[config.mk]
export PLATFORM = sky130hd
export DESIGN_NAME = uart_rx_deserializer
export DESIGN_NICKNAME = d
export VERILOG_FILES = /design/src/rtl/uart_rx_deserializer.sv
export SDC_FILE = /design/constraint.sdc
export NUM_CORES = 1
export LEC_CHECK = 0
export CAP_MARGIN = 20
export CORE_AREA = 2 2 78 50
export DETAILED_ROUTE_END_ITERATION = 16
export DIE_AREA = 0 0 80 52
export HOLD_SLACK_MARGIN = 0.15
export PLACE_DENSITY = 0.74
export REMOVE_ABC_BUFFERS = 1
export SLEW_MARGIN = 20
export SYNTH_ARGS = -nofsm -noshare
export SYNTH_HDL_FRONTEND = slang
export SYNTH_SLANG_ARGS = --single-unit
[constraint.sdc]
create_clock -name clk -period 2.01 [get_ports clk]
set_input_delay 0.3015 -clock clk [delete_from_list [all_inputs] [get_ports clk]]
set_output_delay 0.3015 -clock clk [all_outputs]
set_load 0.01 [all_outputs]
[src/rtl/uart_rx_deserializer.sv]
// Oversampling UART receiver: 2-flop rx synchroniser, glitch-rejecting start detect, mid-bit sampling, stop check.
// Optional parity stage enabled by defining UART_RX_PARITY_EN.
module uart_rx_deserializer #(
    parameter int DATA_W    = 8,
    parameter int OSR       = 16,
    parameter int STOP_BITS = 1
) (
    input  logic              clk,
    input  logic              rst,
    input  logic              tick,
    input  logic              rx,
    input  logic              parity_odd,
    output logic [DATA_W-1:0] data_out,
    output logic              valid,
    output logic              frame_err,
    output logic              parity_err,
    output logic              busy,
    output logic [2:0]        state_dbg
);

    localparam int TW = $clog2(OSR);
    localparam int BW = $clog2(DATA_W + 1);
    localparam logic [TW-1:0] HALF_LAST = TW'(OSR / 2 - 1);
    localparam logic [TW-1:0] BIT_LAST  = TW'(OSR - 1);
    localparam logic [BW-1:0] DATA_LAST = BW'(DATA_W - 1);
    localparam logic [BW-1:0] STOP_LAST = BW'(STOP_BITS - 1);

    typedef enum logic [2:0] {
        S_IDLE   = 3'd0,
        S_START  = 3'd1,
        S_DATA   = 3'd2,
        S_PARITY = 3'd3,
        S_STOP   = 3'd4,
        S_BREAK  = 3'd5
    } state_t;

    state_t             state, state_n;
    logic               rx_meta, rx_s;
    logic [TW-1:0]      tick_cnt, tick_cnt_n;
    logic [BW-1:0]      bit_cnt, bit_cnt_n;
    logic [DATA_W-1:0]  shreg, shreg_n;
    logic               ferr_acc, ferr_acc_n;
    logic               done, done_ferr;
`ifdef UART_RX_PARITY_EN
    logic               perr_acc, perr_acc_n;
`else
    logic               unused_parity_odd;
    assign unused_parity_odd = parity_odd;
    assign parity_err        = 1'b0;
`endif

    assign busy      = (state != S_IDLE);
    assign state_dbg = state;

    // Everything advances only on an oversample tick; between ticks all state holds.
    always_comb begin
        state_n    = state;
        tick_cnt_n = tick_cnt;
        bit_cnt_n  = bit_cnt;
        shreg_n    = shreg;
        ferr_acc_n = ferr_acc;
        done       = 1'b0;
        done_ferr  = ferr_acc;
`ifdef UART_RX_PARITY_EN
        perr_acc_n = perr_acc;
`endif
        if (tick) begin
            case (state)
                S_IDLE: begin
                    if (!rx_s) begin
                        state_n    = S_START;
                        tick_cnt_n = '0;
                    end
                end
                S_START: begin
                    if (tick_cnt == HALF_LAST) begin
                        if (!rx_s) begin
                            state_n    = S_DATA;
                            tick_cnt_n = '0;
                            bit_cnt_n  = '0;
                            ferr_acc_n = 1'b0;
`ifdef UART_RX_PARITY_EN
                            perr_acc_n = 1'b0;
`endif
                        end else begin
                            state_n = S_IDLE;
                        end
                    end else begin
                        tick_cnt_n = tick_cnt + 1'b1;
                    end
                end
                S_DATA: begin
                    if (tick_cnt == BIT_LAST) begin
                        shreg_n    = {rx_s, shreg[DATA_W-1:1]};
                        tick_cnt_n = '0;
                        if (bit_cnt == DATA_LAST) begin
                            bit_cnt_n = '0;
`ifdef UART_RX_PARITY_EN
                            state_n   = S_PARITY;
`else
                            state_n   = S_STOP;
`endif
                        end else begin
                            bit_cnt_n = bit_cnt + 1'b1;
                        end
                    end else begin
                        tick_cnt_n = tick_cnt + 1'b1;
                    end
                end
`ifdef UART_RX_PARITY_EN
                S_PARITY: begin
                    if (tick_cnt == BIT_LAST) begin
                        perr_acc_n = ((^shreg) ^ rx_s) != parity_odd;
                        tick_cnt_n = '0;
                        state_n    = S_STOP;
                    end else begin
                        tick_cnt_n = tick_cnt + 1'b1;
                    end
                end
`endif
                S_STOP: begin
                    if (tick_cnt == BIT_LAST) begin
                        tick_cnt_n = '0;
                        if (!rx_s) ferr_acc_n = 1'b1;
                        if (bit_cnt == STOP_LAST) begin
                            done      = 1'b1;
                            done_ferr = ferr_acc | ~rx_s;
                            bit_cnt_n = '0;
                            // A low line here is a break; park until it returns high.
                            state_n   = rx_s ? S_IDLE : S_BREAK;
                        end else begin
                            bit_cnt_n = bit_cnt + 1'b1;
                        end
                    end else begin
                        tick_cnt_n = tick_cnt + 1'b1;
                    end
                end
                S_BREAK: begin
                    if (rx_s) state_n = S_IDLE;
                end
                default: state_n = S_IDLE;
            endcase
        end
    end

    always_ff @(posedge clk or posedge rst) begin
        if (rst) begin
            rx_meta   <= 1'b1;
            rx_s      <= 1'b1;
            state     <= S_IDLE;
            tick_cnt  <= '0;
            bit_cnt   <= '0;
            shreg     <= '0;
            ferr_acc  <= 1'b0;
            data_out  <= '0;
            valid     <= 1'b0;
            frame_err <= 1'b0;
        end else begin
            rx_meta  <= rx;
            rx_s     <= rx_meta;
            state    <= state_n;
            tick_cnt <= tick_cnt_n;
            bit_cnt  <= bit_cnt_n;
            shreg    <= shreg_n;
            ferr_acc <= ferr_acc_n;
            valid    <= done;
            if (done) begin
                data_out  <= shreg;
                frame_err <= done_ferr;
            end
        end
    end

`ifdef UART_RX_PARITY_EN
    always_ff @(posedge clk or posedge rst) begin
        if (rst) begin
            perr_acc   <= 1'b0;
            parity_err <= 1'b0;
        end else begin
            perr_acc <= perr_acc_n;
            if (done) parity_err <= perr_acc;
        end
    end
`endif

endmodule
==> key figures, run 1 <==
STA
  – Tcrit/Tclk final: between 90% and 100%
  – Final setup viols: 0
  – Final min period: roughly 2.0 ns
  – Max Slew Vio Count: 0
  – Clock skew: 0.00877 ns
  – RSZ-0062 raised after global routing: yes
  – F_max: around 510 MHz
  – Final Hold Fails: 0

Route
  – Met1 WL: 1590 um
  – Routed Antenna Nets: 0
  – DR pass1 iterations: 4
  – DR vias: about 1300
  – Routed length on met3: about 250 um
  – DR WL met2: around 1800 um
  – Initial DRC Count: 123
  – # DRC: 0
  – WL/cell: 16.5 um
  – DRT Wirelength: 3650 um
  – Top Metal Used: met4
  – Mean number of vias per cell: approximately 5.7

Clock tree
  – Post-CTS Hold Buffers: 0
  – Skew-Pair Late Insertion Delay: between 0.2 and 0.3 ns
  – CTS tree: built
  – CTS root buffer: clkbuf_8
  – Cts bufs inserted: 5
  – CTS clk-pin slew, worst paths: approximately 0.070 ns
  – Max Buffers Root-to-Sink: 2
  – Clock sink count: 32
  – Htree depth: 2

Critical path
  – Startpoint types: register
  – CP max stage delay: about 0.42 ns
  – CP required: roughly 2.2 ns
  – Top Family by Delay on Critical Path: simple AND/OR/NAND/NOR gates
  – WP data arrival: about 2.1 ns
  – Crit path buffers/inverters: 1
  – Crit path kind: reg -> reg
  – CP endpoint kind: register
  – Reg-to-Reg Start: bit_cnt[1]$_DFFE_PP0P_
  – Critical-path maximum fanout: 4
  – Worst path cell trace: inv_1, ha_2, or3b_4, a22oi_4, nor3b_4, mux2_4
  – Crit path from: bit_cnt[1]$_DFFE_PP0P_
  – Slowest-stage cell, CP: dfrtp_1

Global routing
  – Initial antenna violation count: 0
  – Vias in the first global route: between 1000 and 1500
  – Grt ovf: 0
  – Largest net degree at the start of global routing: 15
  – First-pass GRT wire length: around 6200 um
  – Global Route Usage Sum: between 20% and 30%

Job
  – MaxCap Viol Count: 0

Floorplan
  – Die Span Y: about 52 um
  – Die footprint: 4160 um^2
  – Rows: 17
  – Core ar.: ~3500 um^2
  – Initial Utilization: around 47%
  – Die W: roughly 80 um
  – Top Ports: 20

Synth
  – Post-synth EDFFs: 0
  – Synth area leader: dfrtp_1
  – Prevailing post-synth register cell: dfrtp_1
  – Netlist Area Pre-Place: between 1500 and 2000 um^2
  – Yosys reg bits: 32
  – Synth async-reset ratio: 100%
  – Synth cell count leaders: 30 x dfrtp_1, 17 x mux2_2, 12 x o21ai_0
  – Top area cells in the synthesized netlist: dfrtp_1 46%, mux2_2 12%, o21ai_0 3.7%, dfstp_2 3.2%, ha_1 2.3%
  – Most frequent cell after synthesis: dfrtp_1
  – Post-Synthesis Cells: 141
  – YS warnings: 0
  – Seq/Total Area, Yosys: just under 50%
  – Netlist cell types: between 40 and 50
  – Synth top area share: between 40% and 50%
  – Mean Syn Cell Area: 11.5 um^2

Placement
  – Detailed placement HPWL: 2450 um
  – Routability congestion estimate: around 0.91
  – I/O Buffers: 17

Final layout
  – Area Growth Syn to Fin: 30.1%
  – NumNets Final: 181
  – Area of the multi-input gates: approximately 770 um^2
  – Fraction of layout cells with a size suffix above 1: between 30% and 40%
  – Finished Core Util: between 60% and 70%
  – Antenna fix cells: 0
  – Number of fill cells: roughly 270
  – Register area: 807 um^2

Run status
  – Status: complete, no violations

Power
  – Maximum VDD drop: between 0.6 and 0.7 mV
  – Leak: 0.000953 uW
  – PwrDens: approximately 1200 nW/um^2
  – Power Total: approximately 2600 uW

Hold path
  – HP Class: in -> async
-- per-layer routing --
| layer | track usage [%] | up-vias |
|---|---|---|
| met4 | 10.5 | 0 |
| met1 | 25.8 | 634 |
| li1 | - | 569 |
| met5 | 0 | - |
| met2 | 31.3 | 47 |
| met3 | 7.12 | 6 |
-- repair_timing --
item	in CTS	in global routing
pin swaps	0	1
endpoints found under the setup margin	2	13
buffers inserted	1	4
gates resized for setup	1	7
-- cells in the final DEF, fill, tap and decap left out, types with 2 or more instances in the layout --
cell and instances:
nand3_1 6, nor2_1 6, nand2_1 5, or3_1 2
clkdlybuf4s50_1 17, o21ai_1 2, dfrtp_1 27, buf_4 12
mux2_2 17, o21ai_0 12, o2bb2ai_1 2, ha_1 2
inv_1 7, nor2b_1 2, dfrtp_2 3, or3b_4 2
dfstp_2 2, clkbuf_8 7, a22o_1 3, buf_12 3
and3_1 2, nand2b_1 3
-- kinds of logic after synthesis --
| group | Yosys count | synth area share (%) |
|---|---|---|
| buf+inv | 14 | 4.09 |
| mux | 19 | 13.1 |
| fa+ha+maj | 3 | 2.31 |
| simple gates | 41 | 16.5 |
| compound gates | 30 | 13.7 |
| flops | 32 | 49.5 |
| other cells | 1 | 0.231 |
| xor+xnor | 1 | 0.540 |
-- metrics by stage --
step	worst slack [ns]	cells	hold slack [ns]	setup TNS, ns	area, um^2
2_1_floorplan	0.112	134	0.306	0	1580
3_3_place_gp	0.0830	208	0.347	0	1910
3_5_place_dp	-0.00645	208	0.348	-0.00645	1910
4_1_cts	0.00166	217	0.315	0	2050
5_1_grt	-0.0300	221	0.334	-0.0790	2110
6_report	0.0362	221	0.310	0	2110
-- state kept, by name, indices dropped and copies added (netlist names) --
signal,cells
data_out,8
shreg,8
bit_cnt,4
tick_cnt,4
state_dbg,3
ferr_acc,1
frame_err,1
rx_meta,1
rx_s,1
valid,1
-- worst paths after layout --
check	to	slack (ns)	depth (start not counted)
max	state_dbg[1]$_DFFE_PP0P_	0.04	6
min	data_out[4]$_DFFE_PP0P_	0.31	2
max reg2reg	state_dbg[1]$_DFFE_PP0P_	0.04	6
min reg2reg	rx_s$_DFF_PP1_	0.36	0
max in group asynchronous	state_dbg[0]$_DFFE_PP0P_	1.19	3
min in group clk	rx_s$_DFF_PP1_	0.36	0
-- power by group --
group | switching [uW] | total (uW) | internal [uW]
combinational | 533 | 1070 | 540
sequential | 139 | 879 | 739
clock | 239 | 676 | 437
-- area by class of cell --
| type | count | area share, % |
|---|---|---|
| tap | 47 | 2.79 |
| multi-input combinational | 95 | 36.6 |
| timing repair buffer | 32 | 15.2 |
| inverter | 7 | 1.24 |
| clock inverter | 1 | 1.42 |
| sequential | 32 | 38.2 |
| clock buffer | 7 | 4.56 |
No activity file was read; power rests on OpenSTA's default activity.
==> run 2: changes to the inputs <==
Settings changed: GPL_TIMING_DRIVEN from default to 0.
==> run 2 against run 1 <==
Worst setup slack gained 0.013 ns. Wire length down 15%. Critical path depth unchanged. First-iteration DRC count down 30%. Maximum frequency grew 0.68%. Worst hold slack better by 0.050 ns. Global-route usage decreased by 4.1 points. Sequential share of layout area grew 2.8 points. Count of clock-buffer cells in the layout is 1 lower. Non-clock buffer count fell by 10. Largest power group is now registers. Highest routed layer unchanged.
==> key figures, run 2 (synthesis gave the netlist of run 1 again) <==
Critical path
  – Crit path kind: reg -> reg
  – Reg-to-Reg Start: bit_cnt[1]$_DFFE_PP0P_
  – CP required: 2.17 ns
  – FF-to-FF path depth: 6
  – CP endpoint kind: register
  – Critical-path maximum fanout: 5
  – Startpoint types: register
  – R2R Setup Slk: 0.05 ns
  – Reg2reg end: state_dbg[1]$_DFFE_PP0P_
  – WP data arrival: between 2 and 2.5 ns

Final layout
  – Most frequent cells in the layout: 27 x dfrtp_1, 17 x mux2_2, 17 x clkdlybuf4s50_1, 12 x o21ai_0
  – Register area: 807 um^2
  – Antenna fix cells: 0
  – NumNets Final: roughly 170
  – Area of the multi-input gates: approximately 780 um^2
  – Number of fill cells: between 200 and 300
  – Design area: 1970 um^2
  – Finished Core Util: a little under three fifths
  – Area Growth Syn to Fin: 21.2%
  – Fraction of layout cells with a size suffix above 1: 30.7%
  – Most common cell after layout, fill and taps aside: dfrtp_1
  – Largest registers: data_out x8, shreg x8

Global routing
  – Global Route Usage Sum: 16.4%
  – Vias in the first global route: 1140
  – Largest net degree at the start of global routing: 33
  – Initial antenna violation count: 0
  – Grt ovf: 0
  – First-pass GRT wire length: 5170 um

Hold path
  – Hold Path Origin: rx_meta$_DFF_PP1_
  – Worst hold stages: 0
  – Hold path endpoint: rx_s$_DFF_PP1_
  – HP Class: reg -> reg

Floorplan
  – Top Ports: 20
  – Initial Utilization: around 47%
  – Core ar.: between 3000 and 4000 um^2
  – Die footprint: 4160 um^2
  – Die Span Y: between 50 and 60 um
  – Die W: about 80 um
  – Rows: 17

Clock tree
  – Post-CTS Hold Buffers: 0
  – CTS root buffer: clkbuf_8
  – Cts bufs inserted: 5
  – Skew-Pair Late Insertion Delay: 0.28 ns
  – Htree depth: 2
  – CTS tree: built
  – Max Buffers Root-to-Sink: 2
  – Clock sink count: 32
  – CTS clk-pin slew, worst paths: about 0.070 ns

Route
  – # DRC: 0
  – DR vias: 1182
  – DRT Wirelength: around 3100 um
  – Initial DRC Count: 86
  – WL/cell: 14.8 um
  – Routed Antenna Nets: 0
  – DR pass1 iterations: 4
  – Mean number of vias per cell: ~5.6

Placement
  – I/O Buffers: 17
  – Detailed placement HPWL: about 2100 um
  – Routability congestion estimate: 0.868
  – Instance area after placement: 1810 um^2

STA
  – Worst slew pin tran: between 0.6 and 0.7 ns
  – Tcrit/Tclk final: 97.5%
  – WHS: roughly 0.36 ns
  – Slew HR: a little under three fifths
  – Final setup viols: 0
  – Final min period: ~2.0 ns
  – Final Hold Fails: 0
  – Clock skew: approximately 0.006 ns
  – F_max: 510 MHz
  – Max Slew Vio Count: 0

Power
  – PwrDens: between 1000 and 1500 nW/um^2
  – Leak: 0.000872 uW
  – Maximum VDD drop: ~0.57 mV
  – Power Total: 2260 uW

Job
  – MaxCap Viol Count: 0

Run status
  – Status: complete, no violations
==> run 2: metrics by stage <==
stage / instances / setup WS (ns) / TNS, ns
finish: 210 / 0.0495 / 0
global route: 210 / -0.00151 / -0.00151
CTS: 206 / 0.00877 / 0
detailed placement: 198 / -0.252 / -3.23
global placement: 198 / -0.159 / -2.06
floorplan: 134 / 0.112 / 0
==> run 2: how the worst max path moves through the flow <==
stage	startpoint	end	slack, ns	depth (start not counted)
after floorplan	bit_cnt[0]$_DFFE_PP0P_	state_dbg[1]$_DFFE_PP0P_	0.11	6
after global placement	tick	data_out[5]$_DFFE_PP0P_	-0.16	4
after detailed placement	state_dbg[1]$_DFFE_PP0P_	shreg[6]$_DFFE_PP0P_	-0.25	3
after CTS	bit_cnt[0]$_DFFE_PP0P_	state_dbg[1]$_DFFE_PP0P_	0.009	6
after global routing	bit_cnt[0]$_DFFE_PP0P_	state_dbg[1]$_DFFE_PP0P_	-0.002	6
final	bit_cnt[1]$_DFFE_PP0P_	state_dbg[1]$_DFFE_PP0P_	0.05	6
==> run 2: metal layers <==
metal  wire length, um  vias up  track usage, %
met1              1420      586            21.0
met5                 0        -               0
met4                32        0            5.08
li1                  -      555               -
met2              1490       35            27.4
met3               166        6            4.34
==> run 2: critical path, cell delays in order (launching register included) <==
cell and delay (ns):
dfrtp_1 0.41, inv_2 0.08, ha_4 0.12, or3b_4 0.39
a22oi_4 0.25, nor3b_4 0.26, mux2_4 0.32
==> run 2: layout make-up <==
| cell class | count | share of cell area (%) |
|---|---|---|
| flip-flops and latches | 32 | 41.0 |
| inverters | 7 | 1.34 |
| well taps | 47 | 2.99 |
| multi-input cells | 95 | 39.5 |
| clock inverters | 1 | 0.254 |
| repair buffers | 22 | 11.2 |
| clock buffers | 6 | 3.69 |
==> run 2: what timing repair did <==
item                                    4_1_cts  5_1_grt
resized for setup                             3        8
endpoints found under the setup margin       19       12
pin swaps                                     2        3
setup buffers                                 1        4
==> run 2: where the power goes <==
group          total, uW  internal, uW  switching [uW]
clock network        450           235             215
registers            908           739             169
logic                899           460             438
